==> src/rtl/calc_seq.sv <==
// rtl/calc_seq.sv - add/subtract sequencer that time-shares one external 8-bit adder
// Subtraction support is built only when CALC_SEQ_SUB_EN is defined.
module calc_seq (
  input  logic       clk,
  input  logic       rst,
  input  logic       start,
  input  logic       op_sub,
  input  logic [7:0] opa,
  input  logic [7:0] opb,
  output logic [7:0] add_a,
  output logic [7:0] add_b,
  input  logic [8:0] add_y,
  output logic       busy,
  output logic       done,
  output logic [8:0] result,
  output logic       neg
);

  typedef enum logic [2:0] {IDLE, P1, P2, P3, DONE} state_t;

  state_t     state;
  state_t     state_nxt;
  logic [7:0] ra;
  logic [7:0] rb;
  logic [8:0] result_q;

`ifdef CALC_SEQ_SUB_EN
  logic       rop;
  logic [8:0] s1;
  logic [7:0] s2;
  logic       neg_q;
  logic       carry;

  // A-B is formed as A + ~B + 1; a carry out of either step means A >= B.
  assign carry = s1[8] | add_y[8];
  assign neg   = neg_q;
`else
  logic       unused_op_sub;

  assign unused_op_sub = op_sub;
  assign neg           = 1'b0;
`endif

  assign busy   = (state != IDLE);
  assign done   = (state == DONE);
  assign result = result_q;

  always_comb begin
    state_nxt = state;
    add_a     = 8'h00;
    add_b     = 8'h00;
    case (state)
      IDLE: begin
        if (start) state_nxt = P1;
      end
      P1: begin
        add_a = ra;
`ifdef CALC_SEQ_SUB_EN
        add_b     = rop ? ~rb : rb;
        state_nxt = rop ? P2 : DONE;
`else
        add_b     = rb;
        state_nxt = DONE;
`endif
      end
`ifdef CALC_SEQ_SUB_EN
      P2: begin
        add_a     = s1[7:0];
        add_b     = 8'h01;
        state_nxt = carry ? DONE : P3;
      end
      P3: begin
        // Negative difference: two's-complement negate the raw sum.
        add_a     = ~s2;
        add_b     = 8'h01;
        state_nxt = DONE;
      end
`endif
      DONE: begin
        state_nxt = IDLE;
      end
      default: begin
        state_nxt = IDLE;
      end
    endcase
  end

  always_ff @(posedge clk) begin
    if (rst) begin
      state    <= IDLE;
      ra       <= 8'h00;
      rb       <= 8'h00;
      result_q <= 9'h000;
`ifdef CALC_SEQ_SUB_EN
      rop      <= 1'b0;
      s1       <= 9'h000;
      s2       <= 8'h00;
      neg_q    <= 1'b0;
`endif
    end else begin
      state <= state_nxt;
      case (state)
        IDLE: begin
          if (start) begin
            ra  <= opa;
            rb  <= opb;
`ifdef CALC_SEQ_SUB_EN
            rop <= op_sub;
`endif
          end
        end
        P1: begin
`ifdef CALC_SEQ_SUB_EN
          s1 <= add_y;
          if (!rop) begin
            result_q <= add_y;
            neg_q    <= 1'b0;
          end
`else
          result_q <= add_y;
`endif
        end
`ifdef CALC_SEQ_SUB_EN
        P2: begin
          s2 <= add_y[7:0];
          if (carry) begin
            result_q <= {1'b0, add_y[7:0]};
            neg_q    <= 1'b0;
          end
        end
        P3: begin
          result_q <= {1'b0, add_y[7:0]};
          neg_q    <= 1'b1;
        end
`endif
        default: begin
        end
      endcase
    end
  end

endmodule

==> config.mk <==
export PLATFORM = sky130hd
export DESIGN_NAME = calc_seq
export DESIGN_NICKNAME = d
export VERILOG_FILES = /design/src/rtl/calc_seq.sv
export SDC_FILE = /design/constraint.sdc
export NUM_CORES = 1
export LEC_CHECK = 0
export BUFFER_PORTS_ARGS = -buffer_cell sky130_fd_sc_hd__buf_2
export CORE_MARGIN = 3
export CORE_UTILIZATION = 47
export CTS_BUF_LIST = sky130_fd_sc_hd__clkbuf_16
export CTS_CLUSTER_SIZE = 40
export DETAILED_ROUTE_END_ITERATION = 7
export MAX_ROUTING_LAYER = met4
export PLACE_DENSITY = 0.83
export SETUP_SLACK_MARGIN = 0.2
export SLEW_MARGIN = 20
export SYNTH_ARGS = -nofsm -noshare
export SYNTH_HDL_FRONTEND = slang
export SYNTH_SLANG_ARGS = --single-unit
==> constraint.sdc <==
create_clock -name clk -period 3.5 [get_ports clk]
set_input_delay 0.175 -clock clk [delete_from_list [all_inputs] [get_ports clk]]
set_output_delay 0.175 -clock clk [all_outputs]
set_load 0.01 [all_outputs]
-- Word level (Yosys, flattened, before mapping)
Index checks and enable logic that the tools add are counted.
W data, S select, Z words.
- memories: 0
- latch bits: 0
- bits of input ports: 29
- logic and storage cells: 14
- bits in writable memories: 0
- bits in registers: 28
- memory bits (read-only): 0
- bitwise gates (word level): 0
- reductions and logical operators: 3
- div/mod/pow operators: 0
- multiplexer cells: 4
- add/subtract/negate cells: 0
- eq/ne operators: 3
- shifts and indexed selects: 0
- multiply operators: 0
- $lt $le $gt $ge: 0
- operator list (operator ; number):
    $mux W8 ; 2
    $pmux W3 S2 ; 1
    $eq A3 B1 Y1 const B ; 1
    $eq A3 B3 Y1 const B ; 1
    $logic_not A3 Y1 ; 1
    $mux W3 ; 1
    $reduce_bool A3 Y1 ; 1
    $ne A2 B2 Y1 const B ; 1
    $reduce_and A2 Y1 ; 1

-- Longest topological paths before layout
Gate-level depths: netlist of the first run.
- depth in word-level cells: 2
- mapped depth: 5
- gate-level depth less buffers: 3

-- Worst setup path before layout of the first run
No wires, ideal clock.
- path type: register to output
- from: register state[2]
- to: output add_a[3]
- path slack: 2340 ps
- arrival: 985 ps
- path buffers: 1
- stages on the path, launching flop included: 4
- required time: 3325 ps
- cells stage by stage: dfxtp_1 -> and2b_1 -> clkbuf_1 -> and2_1
- word-level cells in the longest chain between the ends: 2
- RTL lines (item ; line ; RTL):
    start, declared ; 21 ; state_t state;
    start signal, assigned ; 101 ; state <= state_nxt;
    $eq A3 B1 Y1 ; 52 ; case (state)
    $mux W8 ; 52 ;
    end, declared ; 10 ; output logic [7:0] add_a,
No other way between the ends.

-- Worst setup path in the final report of the first run
- from: register state[0]
- to: output add_a[3]
The elaborated chain is that of the path after synthesis.

==> results of run 1 <==
[power by group through the flow]
| stage | combinational (mW) | clock (mW) | sequential, mW |
|---|---|---|---|
| after floorplan | 0.0538 | 0 | 0.342 |
| after global placement | 0.0800 | 0 | 0.340 |
| after detailed placement | 0.0828 | 0 | 0.342 |
| after CTS | 0.0832 | 0.252 | 0.335 |
| after global routing | 0.0917 | 0.265 | 0.337 |
| final | 0.0816 | 0.243 | 0.335 |
[worst paths after layout]
path                          startpoint  slack [ns]                endpoint
setup / recovery   state[0]$_SDFFE_PP0P_        1.72                add_a[3]
hold / removal                    opa[2]        0.16      ra[2]$_SDFFE_PP0P_
setup reg to reg   state[2]$_SDFFE_PP0P_        1.79      ra[1]$_SDFFE_PP0P_
hold reg to reg   result[0]$_SDFFE_PP0N_        0.45  result[0]$_SDFFE_PP0N_
[cells by family after synthesis]
kind of cell,Yosys count
AOI/OAI and AO/OA,9
buffers and inverters,9
DFF,27
muxes,16
other,1
and+or+nand+nor,57
[Yosys cell counts, drive strengths merged]
cell type   n
a21oi       9
and2       16
and2b       1
buf         5
clkbuf      4
conb        1
dfxtp      27
mux2i      16
nand2      18
nand2b      1
nor2       17
nor2b       2
nor3b       1
or2         1
[cell type report]
cell class | count | area share
tap | 27 | 0.0239
clock inverter | 1 | 0.00265
multi-input combinational | 83 | 0.347
sequential | 27 | 0.382
clock buffer | 3 | 0.0531
timing repair buffer | 54 | 0.191
[critical path, cell delays in order, from the launching register on]
cell and delay, ns:
dfxtp_1 0.42, and2b_1 0.58, and2_1 0.22, buf_2 0.13
[per-stage QoR]
step / hold WS (ns) / total power, mW / instance area (sq um) / worst slack (ns)
final: 0.160 / 0.659 / 1420 / 1.72
after global routing: 0.157 / 0.694 / 1420 / 1.53
after CTS: 0.158 / 0.670 / 1420 / 1.69
after detailed placement: 0.424 / 0.424 / 1340 / 1.78
after global placement: 0.410 / 0.420 / 1340 / 1.86
after floorplan: 0.311 / 0.395 / 1080 / 2.34
[registers in the layout, summed over array words and instances (netlist names)]
signal and count:
result 9, ra 8, rb 8, state 2
[routing by layer]
layer	vias to the layer above	share of wire
met5	-	0
met4	0	0.0055
met2	37	0.48
met3	2	0.090
met1	410	0.43
li1	475	-
==> flow_summary_export.csv, run 1 <==
group,metric,value,unit
synth,synth_fp_nets,148,
global_route,grt_pass1_vias,834,
floorplan,die_w,54.0,microns
drt,drt_iter0_markers,6,
synth,synth.area.top_cells,"dfxtp_1 (50%), mux2i_1 (15%), and2_1 (9.3%), nand2_1 (6.3%), nor2_1 (5.9%)",
power_and_ir_drop,combPwrFrac,0.124,
clocking,clk_path_buf_depth,2,
floorplan,rows,16,
min_path,min_path_cells,3,
power_and_ir_drop,p_switching,0.142,mW
global_route,grt_usage,0.163,
critical_path,worst-path-max-fanout,25,
synth,synth_mux_area_frac,0.148,
power_and_ir_drop,p_int,0.518,mW
synth,synthDominantCellAreaShare,0.500,
finish,final_common_cell,"buf_2",
clocking,worstSkewPairLatency,0.25,ns
timing,finalMaxSlewViolations,0,
clocking,postCtsSetupRepairBufs,0,
timing,rsz0062_at_grt,"no",
clocking,post_cts_resize_count,0,
floorplan,initial_core_util,0.524,
drt,firstDrtPassIters,3,
drt,avgRoutedWirePerCell,11.3,microns
clocking,cts.hold.buffers_added,0,
timing,relSlewSlack,0.315,
synth,ys_seq_area_frac,0.500,
drt,vias,924,
global_route,grt_overflow,0,
global_route,antenna_found_initial,0,
finish,drive_gt1_frac,0.345,
synth,synthCells,119,
synth,synthAdderAreaFrac,0,
timing,hold_viol_final,0,
floorplan,ios,57,
power_and_ir_drop,p_per_area,466,nW/um^2
global_route,grt_max_degree,28,
floorplan,die_y,54.0,microns
power_and_ir_drop,ir_drop,0.346,mV
timing,finalCritPeriodShare,0.507,
finish,syn_to_final_growth,30.9,%
synth,synth.distinct_cells,16,
synth,synth.largest_area_cell,"dfxtp_1",
critical_path,crit_type,"flip-flop to primary output",
placement,place_inst,191,
synth,synth_area_per_cell,9.08,sq um
placement,hpwl,1630,microns
synth,yosys_warnings,0,
drt,drc_errors,0,
synth,yosys.area_share.simple,0.256,
power_and_ir_drop,p_sw_frac,0.215,
global_route,met2_usage,0.290,
placement,gp_congestion,0.607,
global_route,grt_pass1_wl,3380,microns
critical_path,arrival,1.60,ns
finish,seqCellArea,541,sq um
finish,fin_nets,198,
power_and_ir_drop,power.leakage,0.723,nW
synth,synth_area,1080,sq um
drt,routed_wl,2200,microns
status,status,"completed",
clocking,cts_tree,"done",
finish,fillers,159,
finish,fin_util,0.686,
timing,max_slew.worst_pin.slew,1.03,ns
clocking,clock-root-buffer,"clkbuf_16",
drt,vias_per_cell,4.74,
timing,final-setup-viol-count,0,
timing,skew,0.00176,ns
critical_path,cp.required,3.32,ns
global_route,grt_busiest_layer,"met2",
finish,layout_common_cells,"buf_2 (54), dfxtp_1 (27), nand2_1 (18), nor2_1 (17)",
finish,multi_input_comb_area,492,sq um
synth,synth_top_family_by_area,"simple AND/OR/NAND/NOR gates",
clocking,numCtsBuffers,3,
min_path,hold_path_class,"input port to flip-flop",
critical_path,startpoint_type,"flip-flop",
finish,antenna_cells,0,
synth,synth-compound-area-share,0.0417,
power_and_ir_drop,seq_power_share,0.508,
timing,fin_crit,1.78,ns
critical_path,rr_worst_depth,3,
power_and_ir_drop,p_clk_frac,0.368,
critical_path,cp-end-kind,"primary output",
clocking,htree_num_levels,1,
global_route,met3_usage,0.0332,
floorplan,die_area,2910,sq um
timing,max_freq,0.563,GHz
clocking,cts.sinks,27,
placement,portBuffers,54,
timing,tns,0,ns
drt,final_antenna_net_count,0,
finish,finalNonFillerCells,195,
clocking,clkSlewWorstSetupHoldPaths,0.06,ns
job,cap_violations,0,
global_route,use_met1,0.178,
floorplan,coreArea,2060,sq um
synth,synth_xor_area_frac,0,
synth,ys_ff_latch,27,
No activity file was read; power rests on OpenSTA's default activity.
==> run 2: changes to the inputs <==
--- a/config.mk
+++ b/config.mk
@@ -5,14 +5,15 @@
 export SDC_FILE = /design/constraint.sdc
 export NUM_CORES = 1
 export LEC_CHECK = 0
+export ABC_AREA = 1
 export BUFFER_PORTS_ARGS = -buffer_cell sky130_fd_sc_hd__buf_2
 export CORE_MARGIN = 3
-export CORE_UTILIZATION = 47
+export CORE_UTILIZATION = 42
 export CTS_BUF_LIST = sky130_fd_sc_hd__clkbuf_16
 export CTS_CLUSTER_SIZE = 40
 export DETAILED_ROUTE_END_ITERATION = 7
 export MAX_ROUTING_LAYER = met4
-export PLACE_DENSITY = 0.83
+export PLACE_DENSITY = 0.75
 export SETUP_SLACK_MARGIN = 0.2
 export SLEW_MARGIN = 20
 export SYNTH_ARGS = -nofsm -noshare
==> constraint.sdc (replaced) <==
create_clock -name clk -period 1.45 [get_ports clk]
set_input_delay 0.0725 -clock clk [delete_from_list [all_inputs] [get_ports clk]]
set_output_delay 0.0725 -clock clk [all_outputs]
set_load 0.01 [all_outputs]
==> flow_summary_export.csv, run 2 <==
group,metric,value,unit
synth,synth.area.top_cells,"dfxtp_1 (42%), nor2_1 (16%), inv_1 (10%), nand3_1 (6.2%), a21oi_1 (5.5%)",
clocking,worstSkewPairLatency,0.26,ns
timing,hold_viol_final,0,
drt,routed_wl,2740,microns
clocking,cts_tree,"done",
power_and_ir_drop,p_int,1.31,mW
global_route,grt_max_degree,35,
finish,drive_gt1_frac,0.289,
synth,synthCells,189,
synth,synth_edf_count,0,
timing,max_freq,0.824,GHz
synth,synth_most_common_cell,"nor2_1",
floorplan,die_w,61.3,microns
critical_path,cpMaxStageDelayCell,"dfxtp_2",
synth,synthDominantCellAreaShare,0.421,
critical_path,r2r_start,"state[2]$_SDFFE_PP0P_",
synth,synth_area_per_cell,6.79,sq um
drt,vias_per_cell,4.49,
floorplan,ios,57,
power_and_ir_drop,power.leakage,0.893,nW
timing,finalCritPeriodShare,0.837,
global_route,grt_busiest_layer,"met2",
power_and_ir_drop,totalPowerFinal,1.76,mW
critical_path,worst-path-max-fanout,34,
power_and_ir_drop,p_per_area,1080,nW/um^2
synth,ys_ff_latch,27,
timing,finalMaxSlewViolations,0,
synth,ys_async_sr_fraction,0,
job,cap_violations,0,
clocking,clk_path_buf_depth,2,
placement,hpwl,1840,microns
clocking,clock-root-buffer,"clkbuf_16",
timing,fin_crit,1.21,ns
drt,vias,1211,
floorplan,rows,19,
finish,final_common_cell,"buf_2",
synth,synth_area,1280,sq um
timing,max_slew.worst_pin.slew,0.586,ns
power_and_ir_drop,p_sw_frac,0.258,
status,status,"completed",
global_route,met3_usage,0.0252,
critical_path,slowest_delay,0.39,ns
critical_path,worstPathCellList,"nor2_4 > buf_12 > inv_1 > buf_2",
critical_path,arrival,1.14,ns
floorplan,coreArea,2830,sq um
clocking,htree_num_levels,1,
power_and_ir_drop,p_clk_frac,0.353,
synth,synth_fp_nets,218,
critical_path,startpoint,"state[0]$_SDFFE_PP0P_",
finish,layout_common_cells,"buf_2 (54), nor2_1 (52), inv_1 (34), dfxtp_1 (26), nand2_1 (17)",
min_path,hold_start,"add_y[6]",
critical_path,crit_type,"flip-flop to primary output",
drt,firstDrtPassIters,3,
synth,yosys_warnings,0,
synth,synthFlopType,"dfxtp_1",
floorplan,initial_core_util,0.453,
global_route,grt_usage,0.154,
timing,rsz0062_at_grt,"yes",
critical_path,cp-end-kind,"primary output",
finish,largest_reg_flops,9,
critical_path,startpoint_type,"flip-flop",
clocking,numCtsBuffers,3,
global_route,use_met1,0.191,
timing,skew,0.00518,ns
timing,relSlewSlack,0.609,
critical_path,cp.required,1.38,ns
global_route,antenna_found_initial,0,
synth,ys_seq_area_frac,0.421,
drt,final_antenna_net_count,0,
power_and_ir_drop,seq_power_share,0.473,
power_and_ir_drop,combPwrFrac,0.174,
finish,fin_nets,269,
clocking,cts.sinks,27,
finish,antenna_cells,0,
global_route,grt_pass1_vias,1004,
power_and_ir_drop,ir_drop,0.493,mV
placement,gp_congestion,0.734,
drt,avgRoutedWirePerCell,10.1,microns
global_route,grt_overflow,0,
power_and_ir_drop,p_switching,0.455,mW
synth,synth.distinct_cells,17,
clocking,clkSlewWorstSetupHoldPaths,0.07,ns
floorplan,die_y,61.3,microns
drt,drt_iter0_markers,25,
timing,final-setup-viol-count,0,
floorplan,die_area,3750,sq um
finish,syn_to_final_growth,27.4,%
global_route,met2_usage,0.245,
drt,drc_errors,0,
placement,portBuffers,54,
timing,tns,0,ns
global_route,grt_pass1_wl,4240,microns
synth,synth_common_cells,"nor2_1 (53), inv_1 (34), dfxtp_1 (27), nand2_1 (17), nand3_1 (16)",
synth,synth.largest_area_cell,"dfxtp_1",
min_path,hold_path_class,"input port to flip-flop",
[run 2: critical path, delay by kind of cell, from the launching register on]
family	cells	cell delay, ns
flip-flops	1	0.39
buffers and inverters	3	0.37
AND/OR/NAND/NOR	1	0.12
[run 2: cells by family (layout without fill, tap and decap cells)]
family / after synthesis / count (layout) / share of synthesized area
other cells: 1 / 1 / 0.00292
compound gates: 25 / 25 / 0.103
buf+inv: 48 / 97 / 0.187
flops: 27 / 27 / 0.421
simple gates: 88 / 89 / 0.285
[run 2: metal layers]
layer / wire length [microns] / vias to the layer above
met3: 91 / 2
met2: 1330 / 21
li1: - / 662
met4: 26 / 0
met1: 1290 / 526
met5: 0 / -
[run 2: power groups by stage]
stage | combinational [mW] | clock, mW | sequential (mW)
after global routing | 0.354 | 0.660 | 0.842
after detailed placement | 0.299 | 0 | 0.848
final | 0.307 | 0.623 | 0.834
after CTS | 0.303 | 0.636 | 0.833
after global placement | 0.294 | 0 | 0.846
after floorplan | 0.212 | 0 | 0.854
[run 2: per-stage QoR]
stage	util	hold slack (ns)	worst slack [ns]	cell area (sq um)	instances
2_1_floorplan	-	0.144	0.527	1280	189
3_3_place_gp	0.535	0.268	0.364	1510	264
3_5_place_dp	0.535	0.273	0.349	1510	264
4_1_cts	0.571	0.0449	0.234	1620	269
5_1_grt	0.578	0.0612	0.178	1630	270
6_report	0.578	0.0476	0.236	1630	270
[run 2: cell type report]
cell class | count | area (sq um)
inverters | 36 | 135
fillers | 295 | 1190
clock buffers | 3 | 75.1
well taps | 31 | 38.8
multi-input cells | 115 | 524
repair buffers | 57 | 312
clock inverters | 1 | 7.51
flip-flops and latches | 27 | 542
[run 2: path summary, 6_finish.rpt]
check                           depth (start not counted)                      to  slack (ns)
worst max register to register                          5  result[4]$_SDFFE_PP0N_        0.42
worst max-delay path                                    4                    busy        0.24
worst min register to register                          2  result[1]$_SDFFE_PP0N_        0.48
worst min-delay path                                    3  result[6]$_SDFFE_PP0N_        0.05
[run 2: timing repair]
item                                   CTS  global route
gates resized for setup                  2             2
setup endpoints to repair               16            20
pin swaps                                1             1
cloned                                   0             1
hold buffers                             1             0
endpoints found under the hold margin    2             0
setup buffers                            0             0
